$ cat src/rtl/ssd1306_fb_streamer_if.sv
// Handshake bundle between the frame streamer, the framebuffer RAM, the SPI
// master and the controlling logic. The streamer owns the master modport.
interface ssd1306_fb_streamer_if #(
  parameter int ADDR_WIDTH = 9
);
  logic                  init_done;
  logic                  start;
  logic                  abort;
  logic [ADDR_WIDTH-1:0] fb_addr;
  logic [7:0]            fb_data;
  logic [7:0]            spi_data;
  logic                  spi_wr;
  logic                  spi_done;
  logic                  oled_dc;
  logic                  busy;
  logic                  frame_done;

  modport master (
    input  init_done, start, abort, fb_data, spi_done,
    output fb_addr, spi_data, spi_wr, oled_dc, busy, frame_done
  );

  modport slave (
    output init_done, start, abort, fb_data, spi_done,
    input  fb_addr, spi_data, spi_wr, oled_dc, busy, frame_done
  );
endinterface

$ cat src/rtl/ssd1306_fb_streamer.sv
// Streams one SSD1306 frame: a 6-byte page/column addressing header followed
// by COLS*PAGES framebuffer bytes, one byte per SPI master transaction.
module ssd1306_fb_streamer #(
  parameter int COLS       = 128,
  parameter int PAGES      = 4,
  parameter int ADDR_WIDTH = 9   // COLS*PAGES must fit in 2**ADDR_WIDTH
) (
  input  logic                    clk,
  input  logic                    rst_n,
  ssd1306_fb_streamer_if.master   bus
);
  localparam logic [ADDR_WIDTH-1:0] LAST_IDX = ADDR_WIDTH'(COLS*PAGES - 1);

  typedef enum logic [2:0] {
    IDLE, CMD_WR, CMD_WAIT, RD_ADDR, RD_LATCH, DATA_WR, DATA_WAIT, DONE
  } state_t;

  state_t                state;
  logic [2:0]            hdr_idx;
  logic [ADDR_WIDTH-1:0] idx;
  logic [ADDR_WIDTH-1:0] fb_addr;
  logic [7:0]            spi_data;
  logic                  spi_wr;
  logic                  oled_dc;
  logic                  busy;
  logic                  frame_done;

  // Page range 0..PAGES-1, then column range 0..COLS-1.
  function automatic logic [7:0] hdr_byte(input logic [2:0] i);
    case (i)
      3'd0:    hdr_byte = 8'h22;
      3'd2:    hdr_byte = 8'(PAGES - 1);
      3'd3:    hdr_byte = 8'h21;
      3'd5:    hdr_byte = 8'(COLS - 1);
      default: hdr_byte = 8'h00;
    endcase
  endfunction

  always_ff @(posedge clk or negedge rst_n) begin
    if (!rst_n) begin
      state      <= IDLE;
      hdr_idx    <= '0;
      idx        <= '0;
      fb_addr    <= '0;
      spi_data   <= 8'h00;
      spi_wr     <= 1'b0;
      oled_dc    <= 1'b0;
      busy       <= 1'b0;
      frame_done <= 1'b0;
    end else begin
      spi_wr     <= 1'b0;
      frame_done <= 1'b0;
      if (state != IDLE && bus.abort) begin
        state   <= IDLE;
        busy    <= 1'b0;
        idx     <= '0;
        hdr_idx <= '0;
      end else begin
        case (state)
          IDLE: if (bus.start && bus.init_done) begin
            state    <= CMD_WR;
            busy     <= 1'b1;
            hdr_idx  <= '0;
            spi_data <= hdr_byte(3'd0);
            oled_dc  <= 1'b0;
            spi_wr   <= 1'b1;
          end
          CMD_WR: state <= CMD_WAIT;
          CMD_WAIT: if (bus.spi_done) begin
            if (hdr_idx == 3'd5) begin
              state   <= RD_ADDR;
              fb_addr <= idx;
            end else begin
              hdr_idx  <= hdr_idx + 3'd1;
              spi_data <= hdr_byte(hdr_idx + 3'd1);
              spi_wr   <= 1'b1;
              state    <= CMD_WR;
            end
          end
          RD_ADDR: state <= RD_LATCH;
          // RAM output is valid here, one cycle after fb_addr was presented.
          RD_LATCH: begin
            spi_data <= bus.fb_data;
            oled_dc  <= 1'b1;
            spi_wr   <= 1'b1;
            state    <= DATA_WR;
          end
          DATA_WR: state <= DATA_WAIT;
          DATA_WAIT: if (bus.spi_done) begin
            if (idx == LAST_IDX) begin
              idx        <= '0;
              frame_done <= 1'b1;
              state      <= DONE;
            end else begin
              idx     <= idx + 1'b1;
              fb_addr <= idx + 1'b1;
              state   <= RD_ADDR;
            end
          end
          DONE: begin
            busy  <= 1'b0;
            state <= IDLE;
          end
          default: state <= IDLE;
        endcase
      end
    end
  end

  assign bus.fb_addr    = fb_addr;
  assign bus.spi_data   = spi_data;
  assign bus.spi_wr     = spi_wr;
  assign bus.oled_dc    = oled_dc;
  assign bus.busy       = busy;
  assign bus.frame_done = frame_done;
endmodule

$ cat src/flat_wrapper.sv
// flat-port wrapper written by rule: the top's interface ports become plain ports
module ssd1306_fb_streamer_flat 
#(
  parameter int COLS       = 128,
  parameter int PAGES      = 4,
  parameter int ADDR_WIDTH = 9                                          
)
  (clk, rst_n, bus_init_done, bus_start, bus_abort, bus_fb_data, bus_spi_done, bus_fb_addr, bus_spi_data, bus_spi_wr, bus_oled_dc, bus_busy, bus_frame_done);
  ssd1306_fb_streamer_if #(.ADDR_WIDTH(ADDR_WIDTH)) bus_i ();
  input  logic clk;
  input  logic rst_n;
  input wire logic [$bits(bus_i.init_done)-1:0] bus_init_done;
  input wire logic [$bits(bus_i.start)-1:0] bus_start;
  input wire logic [$bits(bus_i.abort)-1:0] bus_abort;
  input wire logic [$bits(bus_i.fb_data)-1:0] bus_fb_data;
  input wire logic [$bits(bus_i.spi_done)-1:0] bus_spi_done;
  output wire logic [$bits(bus_i.fb_addr)-1:0] bus_fb_addr;
  output wire logic [$bits(bus_i.spi_data)-1:0] bus_spi_data;
  output wire logic [$bits(bus_i.spi_wr)-1:0] bus_spi_wr;
  output wire logic [$bits(bus_i.oled_dc)-1:0] bus_oled_dc;
  output wire logic [$bits(bus_i.busy)-1:0] bus_busy;
  output wire logic [$bits(bus_i.frame_done)-1:0] bus_frame_done;
  assign bus_i.init_done = bus_init_done;
  assign bus_i.start = bus_start;
  assign bus_i.abort = bus_abort;
  assign bus_i.fb_data = bus_fb_data;
  assign bus_i.spi_done = bus_spi_done;
  assign bus_fb_addr = bus_i.fb_addr;
  assign bus_spi_data = bus_i.spi_data;
  assign bus_spi_wr = bus_i.spi_wr;
  assign bus_oled_dc = bus_i.oled_dc;
  assign bus_busy = bus_i.busy;
  assign bus_frame_done = bus_i.frame_done;
  ssd1306_fb_streamer #(.COLS(COLS), .PAGES(PAGES), .ADDR_WIDTH(ADDR_WIDTH)) u_core (.clk(clk), .rst_n(rst_n), .bus(bus_i));
endmodule
$ cat config.mk
export PLATFORM = sky130hd
export DESIGN_NAME = ssd1306_fb_streamer_flat
export DESIGN_NICKNAME = d
export VERILOG_FILES = /design/src/rtl/ssd1306_fb_streamer_if.sv /design/src/rtl/ssd1306_fb_streamer.sv /design/src/flat_wrapper.sv
export SDC_FILE = /design/constraint.sdc
export NUM_CORES = 1
export LEC_CHECK = 0
export ABC_CLOCK_PERIOD_IN_PS = 4700
export BUFFER_PORTS_ARGS = -buffer_cell sky130_fd_sc_hd__buf_4
export CAP_MARGIN = 20
export CORE_ASPECT_RATIO = 0.6
export CORE_MARGIN = 4
export CORE_UTILIZATION = 55
export CTS_BUF_LIST = sky130_fd_sc_hd__clkbuf_8
export CTS_CLUSTER_SIZE = 28
export DETAILED_ROUTE_END_ITERATION = 12
export PLACE_DENSITY_LB_ADDON = 0.25
export SETUP_SLACK_MARGIN = 0.02
export SYNTH_ARGS = -nofsm -noshare
export SYNTH_HDL_FRONTEND = slang
export SYNTH_SLANG_ARGS = --single-unit
$ cat constraint.sdc
create_clock -name clk -period 4.7 [get_ports clk]
set_input_delay 0.47 -clock clk [delete_from_list [all_inputs] [get_ports clk]]
set_output_delay 0.47 -clock clk [all_outputs]
set_load 0.1 [all_outputs]
======== Word level (Yosys, flattened, before mapping) ========
Cells that the tools add are included.
storage, ports and cells
  flip-flop bits (word level) ............. 36
  input bits .............................. 14
  logic and storage cells ................. 93
  output and inout bits ................... 21
cells by class
  add/subtract/negate cells ............... 2
  reduce and logical (&&, ||, !) cells .... 19
  equality and inequality tests ........... 22
  multiplexer cells ....................... 40
  bitwise logic cells ..................... 1
operator list
  kind                                                              number
  9-bit two-way mux                                                 8
  7-bit case mux with 4 select lines                                1
  3-bit two-way mux                                                 9
  8-bit two-way mux                                                 3
  3-bit case mux with 8 select lines                                1
  8-bit case mux with 3 select lines                                1
  3-bit == test (second input constant)                             6
  9-bit case mux with 2 select lines                                1
  3-bit by 2-bit == test with 1-bit output (second input constant)  4
  3-bit nonzero test                                                4
  1-bit two-way mux                                                 11
  9-bit by 1-bit adder with 9-bit output (second input constant)    1
  9-bit == test (second input constant)                             1
  3-bit by 2-bit != test with 1-bit output (second input constant)  3
  2-bit != test (second input constant)                             4
  2-bit nonzero test                                                4
  3-bit zero test                                                   2
  3-bit case mux with 2 select lines                                1
  3-bit AND reduction                                               2
  6-bit AND reduction                                               1
  5-bit AND reduction                                               1
  2-bit by 1-bit != test with 1-bit output (second input constant)  2
  1-bit case mux with 2 select lines                                2
  2-bit AND reduction                                               2
  8 further kinds                                                   9

======== Logic depth before layout (Yosys ltp) ========
Gate-level depths: netlist of run 1.
  word-level depth ........................ 6
  depth in mapped cells ................... 10
  gate-level depth less buffers ........... 9

======== Worst setup path after synthesis of run 1 ========
No wires, ideal clock.
  path kind ............................... reg2reg
  start ................................... reg u_core.idx[0]
  end ..................................... reg u_core.fb_addr[1], in the netlist u_core.bus.fb_addr[1]
  stages on the path, launching flop included .. 11
  slack ................................... 2.624 ns
  clock period less this slack ............ 2.076 ns
  path buffers ............................ 1
  setup time .............................. 0.077 ns
  arrival time ............................ 1.999 ns
  data required time ...................... 4.623 ns
  cell sequence ........................... dfrtp_1 > ha_1 > nand3_1 > or2_1 > nor2_1 > ha_1 > nor2b_1 > o211ai_2 > buf_2 > nand2_1 > o21ai_1
on the way
  cells in the longest elaborated chain, start to end .. 4
  elaborated cells between the ends (all ways) .. 7
  classes of those cells .................. 1 x add/sub; 2 x eq/ne; 3 x mux; 1 x reduce/logical
RTL lines
  what                                    line                       source
  from (decl)                             ssd1306_fb_streamer.sv:20  logic [ADDR_WIDTH-1:0] idx;
  from (signal assigned)                  ssd1306_fb_streamer.sv:95  idx <= idx + 1'b1;
  9-bit by 1-bit adder with 9-bit output  ssd1306_fb_streamer.sv:96  fb_addr <= idx + 1'b1;
  9-bit two-way mux                       ssd1306_fb_streamer.sv:90  if (idx == LAST_IDX) begin
  9-bit two-way mux                       ssd1306_fb_streamer.sv:89  DATA_WAIT: if (bus.spi_done) begin
  9-bit case mux with 2 select lines      ssd1306_fb_streamer.sv:59  case (state)
  to (signal assigned)                    ssd1306_fb_streamer.sv:72  fb_addr <= idx;
  to (signal assigned)                    ssd1306_fb_streamer.sv:96
  to (decl)                               ssd1306_fb_streamer.sv:21  logic [ADDR_WIDTH-1:0] fb_addr;
Parallel ways exist; a longest one is shown, timed or not. The select of a mux whose other input is x is not followed.
A chain may end at the register's enable or synchronous reset.

======== Worst setup path in the final report of run 1 ========
  start ................................... reg u_core.idx[0]
  end ..................................... reg u_core.fb_addr[0], in the netlist u_core.bus.fb_addr[0]
Same word-level chain as after synthesis.

==> out/results.tsv, run 1 <==
metric	value	unit
synth_enable_flop_cells	0	
grt_use_total	18.46	%
yosys_warnings	0	
tns	0	ns
final.fill_count	287	
post_cts_resized	0	
first_pass_grt_wire_length	7182	um
clock_tree.root_cell	sky130_fd_sc_hd__clkbuf_8	
postSynthRegisterBits	36	
post-route-worst-setup-slack	2.215	ns
timing.critical_path.required	4.89	ns
drc	0	
hold_violations	0	
max_cap_violations	0	
grt.overflow.total	0	
crit_path_start_kind	flip-flop	
io_pins	35	
end_kind	flip-flop	
postRouteWirelength	4141	um
port_buffers	34	
share_of_yosys_cell_area_claimed_by_the_top_area_cell_type	42.53	%
layout_min_cycle_time	2.485	ns
syn-cell-area	2118	um^2
post_synth_num_cell_types	51	
preCtsSetupSlack	2.230	ns
count_of_placed_standard_cells_including_taps	282	
core_area	3680	um^2
design.die.area	4941	um^2
synthesis.instances	214	
cp.arrival	2.68	ns
start_util	57.57	%
combined_area_of_the_multi_input_logic_cells	1089	um^2
worst_clock_skew	0.008317	ns
placedInstanceArea	2345	um^2
worst-setup-path-type	flip-flop to flip-flop	
hpwl_after_detailed_placement	3005	um
postCtsSetupRepairBufs	0	
fin_crit_sh	52.88	%
count_of_inserted_antenna_diode_cells	0	
synth_commonest_cells	sky130_fd_sc_hd__dfrtp_1, sky130_fd_sc_hd__nor2_1, sky130_fd_sc_hd__nand2_1	
cts_max_path_buffers	2	
synth_top_cell_by_area	sky130_fd_sc_hd__dfrtp_1	
ys_seq_area_share	42.53	%
final_layout_size_suffix_gt1_share	22.63	%
wl_per_cell	14.28	um
pre_antenna_drt_iters	4	
clock.fmax	402.4	MHz
first_global_vias	1511	
seq_area	900.9	um^2
finalSetupViolCount	0	
dr_total_vias	1603	
slew_violations	0	
rows	17	
cts.sink_count	36	
maximum_number_of_pins_on_one_net_before_global_route_repair	37	
final_layout_net_count	263	
synthMostInstantiatedCell	sky130_fd_sc_hd__dfrtp_1	
initial_antenna_violation_count	0	
gp_congestion	0.7944	
finalInstanceArea	2432	um^2
postSynthAreaPerCell	9.899	um^2
area_delta_synth_final	14.83	%
cts_buffers	5	
crit_fanout	17	
syn-num-nets	235	
tritoncts	yes	
power.total	720.2	uW
run_status	finished clean	
die_height	56.07	um
ctsHoldBuffers	0	
layout.cells.non_filler	290	
synth-async-reset-ratio	100.0	%
cellLeakagePower	1.170	nW
clock_latency	0.29	ns
clock_tree.htree_level_count	2	
drt_first_iter_violations	109	
min_path_type	input pin to asynchronous set/reset pin	
die_x	88.12	um
timing.reg2reg.worst_path_depth	9	
worst-slew-pin-transition	0.7133	ns
cts.reportedPaths.clkPinSlew	0.07	ns
synth.top_cells.by_area	sky130_fd_sc_hd__dfrtp_1, sky130_fd_sc_hd__mux2i_1, sky130_fd_sc_hd__ha_1	
ys.flop_type	sky130_fd_sc_hd__dfrtp_1	
postRouteAntennaNets	0	
worst_slew_margin	52.45	%
worst_ir_drop_vdd	0.1956	mV
detail_route.vias_per_cell	5.528	
setup_repair_after_global_routing_missed_its_margin	false	
cellPowerDensity	296.1	nW/um^2
==> layout by cell type, fill, tap and decap left out, drive strengths merged, types with 3 or more instances in the layout <==
master / instances
nand2: 18
nand2b: 5
nor3b: 5
xnor2: 4
mux2: 6
inv: 11
a21oi: 12
a22o: 3
dfrtp: 36
clkinv: 3
buf: 34
ha: 7
nand3: 5
nor3: 6
mux2i: 9
a221o: 5
nor2: 19
o21ai: 15
clkbuf: 5
and3: 6
==> sequential cells by signal, summed over array words and instances (netlist names) <==
signal                 flops
u_core.idx                 9
u_core.bus.spi_data        8
u_core.bus.spi_wr          1
u_core.bus.fb_addr         9
u_core.hdr_idx             3
u_core.bus.busy            1
u_core.bus.oled_dc         1
u_core.bus.frame_done      1
u_core.state               3
==> stage by stage <==
step,utilization (%),hold slack [ns]
after floorplan,-,0.1744
after global placement,63.72,0.4537
after detailed placement,63.72,0.4583
after CTS,66.10,0.1443
after global routing,66.10,0.1721
final,66.10,0.1252
==> layer usage <==
metal / track usage [%] / wire (um)
met5: 0 / 0
met4: 3.664 / 18
met3: 5.030 / 367
met2: 24.36 / 1543
met1: 29.70 / 2211
==> worst max-delay path, stage by stage (launching register included) <==
cell                       delay [ns]
sky130_fd_sc_hd__dfrtp_1         0.45
sky130_fd_sc_hd__ha_1            0.23
sky130_fd_sc_hd__nand3_1         0.16
sky130_fd_sc_hd__or2_1           0.30
sky130_fd_sc_hd__nor2_1          0.12
sky130_fd_sc_hd__ha_1            0.25
sky130_fd_sc_hd__nor2b_1         0.08
sky130_fd_sc_hd__o211ai_2        0.50
sky130_fd_sc_hd__a21oi_1         0.14
sky130_fd_sc_hd__a211oi_1        0.18
==> report_power, final <==
group / switching, mW / internal [mW]
registers: 0.0192 / 0.322
clock network: 0.111 / 0.103
logic: 0.114 / 0.0505
total: 0.245 / 0.476
==> kinds of logic (layout without fill, tap and decap cells) <==
logic type                 Yosys count  after routing  synth area share, %
buffers and inverters               24             53                6.083
adders and majority gates            7              7                4.134
AOI/OAI and AO/OA                   51             51                16.60
xor gates and xnor gates             5              5                2.067
DFF                                 36             36                42.53
muxes                               15             15                7.974
and+or+nand+nor                     76             76                20.61
==> final cells by class <==
class                           instances  area share (%)
Clock buffer                            5           2.829
Clock inverter                          3          0.7716
Inverter                               11           1.698
Multi-Input combinational cell        154           44.75
Sequential cell                        36           37.04
Tap cell                               47           2.418
Timing Repair Buffer                   34           10.49
==> final timing paths <==
check	slack, ns	to	from
max	2.21	u_core.bus.fb_addr[0]	u_core.idx[0]
min	0.13	u_core.bus.fb_addr[6]	rst_n
max reg2reg	2.21	u_core.bus.fb_addr[0]	u_core.idx[0]
min reg2reg	0.50	u_core.bus.fb_addr[2]	u_core.bus.fb_addr[2]
max in group asynchronous	4.24	u_core.idx[0]	rst_n
min in group clk	0.43	u_core.bus.spi_data[7]	bus_fb_data[7]
Power figures use the tool's default switching activity.
==> run 2, diff against run 1 <==
Settings changed: ABC_CLOCK_PERIOD_IN_PS 4700 to 2200, CORE_UTILIZATION 55 to 53.
Clock period 4.7 ns to 2.2 ns, I/O delays scaled along.
==> out/results.tsv, run 2 (synthesis results as in run 1) <==
metric	value	unit	change
count_of_inserted_antenna_diode_cells	0		unchanged
clkPwrFrac	30.3	%	+0.5 points
switching_part_of_the_total_power	34.65	%	+0.67 points
crit-reg2reg-capture	u_core.idx[5]		
hpwl_after_detailed_placement	3328	um	+11%
clock.fmax	487.6	MHz	+21%
seqPwrFrac	45.8	%	-1.5 points
r2r-start	u_core.idx[0]		
timing.reg2reg.worst_path_depth	9		unchanged
cts_max_path_buffers	2		unchanged
final_layout_net_count	282		+7.2%
dr_total_vias	1728		+7.8%
drt_first_iter_violations	123		+13%
grt.overflow.total	0		unchanged
worst_setup_path_startpoint	u_core.idx[0]		
final_common_cell	sky130_fd_sc_hd__buf_4		
min_path_type	input pin to flip-flop		
postRouteAntennaNets	0		unchanged
worstPathCellList	ha_1 > nand3_1 > or2_1 > nor2_1 > ha_2 > buf_4 > nor3_4 > and3_1 > a221o_1		
reg2reg_slack	0.15	ns	-2.07 ns
io_pins	35		unchanged
run_status	finished clean		
initial_antenna_violation_count	0		unchanged
crit_fanout	13		-4
maximum_number_of_pins_on_one_net_before_global_route_repair	37		unchanged
combinationalPowerShare	23.9	%	+1.0 points
layout.cells.most_common_list	sky130_fd_sc_hd__buf_4, sky130_fd_sc_hd__dfrtp_1, sky130_fd_sc_hd__nor2_1, sky130_fd_sc_hd__nand2_1, sky130_fd_sc_hd__a21oi_1		
cts.sink_count	36		unchanged
cp.arrival	2.29	ns	-0.39 ns
timing.critical_path.slowest_stage_cell	sky130_fd_sc_hd__nor3_4		
worst_ir_drop_vdd	0.4634	mV	+140%
max_cap_violations	0		unchanged
crit_path_start_kind	flip-flop		
drc	0		unchanged
start_util	56.26	%	-1.3 points
clock_tree.htree_level_count	2		unchanged
first_global_vias	1590		+5.2%
worst-setup-path-type	flip-flop to flip-flop		
core_area	3765	um^2	+2.3%
power.total	1.571	mW	+120%
port_buffers	34		unchanged
pre_antenna_drt_iters	4		unchanged
worst_clock_skew	0.006725	ns	-0.001593 ns
setup.worst_path.end	u_core.idx[5]		
hold_violations	0		unchanged
clock_tree.root_cell	sky130_fd_sc_hd__clkbuf_8		
largestRegisters	u_core.bus.fb_addr (9), u_core.idx (9), u_core.bus.spi_data (8)		
post-route-worst-setup-slack	0.1491	ns	-2.066 ns
fin_crit_sh	93.22	%	+40 points
end_kind	flip-flop		
final.fill_count	307		+7.0%
die_x	89.62	um	+1.7%
first_pass_grt_wire_length	7762	um	+8.1%
timing.critical_path.required	2.44	ns	-2.45 ns
layout_min_cycle_time	2.051	ns	-0.4345 ns
grt_use_total	20.02	%	+1.6 points
detail_route.vias_per_cell	5.592		+1.2%
worst_slew_margin	64.46	%	+12 points
clock_latency	0.30	ns	about the same
cellLeakagePower	1.265	nW	+8.1%
area_delta_synth_final	22.27	%	
postRouteWirelength	4694	um	+13%
cts.reportedPaths.clkPinSlew	0.07	ns	about the same
wl_per_cell	15.19	um	+6.4%
worst-slew-pin-transition	0.5332	ns	-0.1801 ns
die_height	56.97	um	+1.6%
design.die.area	5105	um^2	+3.3%
preCtsSetupSlack	0.01923	ns	-2.211 ns
tritoncts	yes		
net-switching-power	544.3	uW	+120%
cellPowerDensity	606.6	nW/um^2	+100%
cts_buffers	5		unchanged
gp_congestion	0.8645		+8.8%
finalSetupViolCount	0		unchanged
internal_power	1.027	mW	+120%
cell_depth_of_the_worst_hold_path	3		
slew_violations	0		unchanged
rows	17		unchanged
final_layout_size_suffix_gt1_share	28.24	%	+5.6 points
slowest_delay	0.40	ns	-0.10 ns
[run 2: cell type report]
class	instances	area [um^2]	share of cell area, %
clock buffers	5	68.82	2.657
clock inverters	3	18.77	0.7246
inverters	11	41.29	1.594
multi-input cells	154	1097	42.37
flip-flops and latches	36	900.9	34.78
well taps	47	58.81	2.271
repair buffers	53	404.1	15.60
[run 2: metal layers]
metal  vias to the layer above  part of all wire, %  global-route usage [%]  routed length, um
met5                         -                    0                       0                  0
met4                         0                  1.9                   8.705                 90
met3                         9                  7.4                   6.061                348
met2                        54                   39                   26.46               1829
met1                       812                   52                   29.87               2425
li1                        853                    -                       -                  -
[run 2: power groups by stage]
stage | sequential (mW) | combinational (mW) | clock, mW
after global placement | 0.731 | 0.373 | 0
after floorplan | 0.868 | 0.147 | 0
after global routing | 0.726 | 0.401 | 0.516
final | 0.720 | 0.376 | 0.475
after CTS | 0.719 | 0.378 | 0.487
after detailed placement | 0.731 | 0.374 | 0
[run 2: through the flow]
step | cells | hold WS (ns) | util, % | instance area, um^2 | TNS, ns
after floorplan | 214 | -0.07559 | - | 2118 | 0
after global placement | 294 | 0.2040 | 64.67 | 2435 | 0
after detailed placement | 294 | 0.2052 | 64.67 | 2435 | 0
after CTS | 303 | 0.1680 | 67.33 | 2535 | 0
after global routing | 309 | 0.1950 | 68.79 | 2590 | -0.03994
final | 309 | 0.1740 | 68.79 | 2590 | 0
[run 2: worst min-delay path by stage]
stage                               from                      to  slack [ns]
final                     bus_fb_data[7]  u_core.bus.spi_data[7]        0.17
after floorplan                    rst_n         u_core.bus.busy       -0.08
after global routing           bus_abort         u_core.state[1]        0.19
after CTS                 bus_fb_data[7]  u_core.bus.spi_data[7]        0.17
after global placement             rst_n         u_core.bus.busy        0.20
after detailed placement           rst_n         u_core.bus.busy        0.21
[run 2: repair_timing]
item / 4_1_cts / 5_1_grt
pin swaps: 0 / 1
buffers inserted: 0 / 6
gates resized for setup: 1 / 2
hold buffers: 1 / 0
endpoints found under the setup margin: 4 / 15
endpoints found under the hold margin: 36 / 0
[run 2: worst max-delay path: cells and delay by family, from the launching register on]
family / cells / cell delay (ns)
buffers and inverters: 1 / 0.15
AOI/OAI and AO/OA: 1 / 0.10
and+or+nand+nor: 5 / 0.94
adders and majority gates: 2 / 0.42
DFF: 1 / 0.38
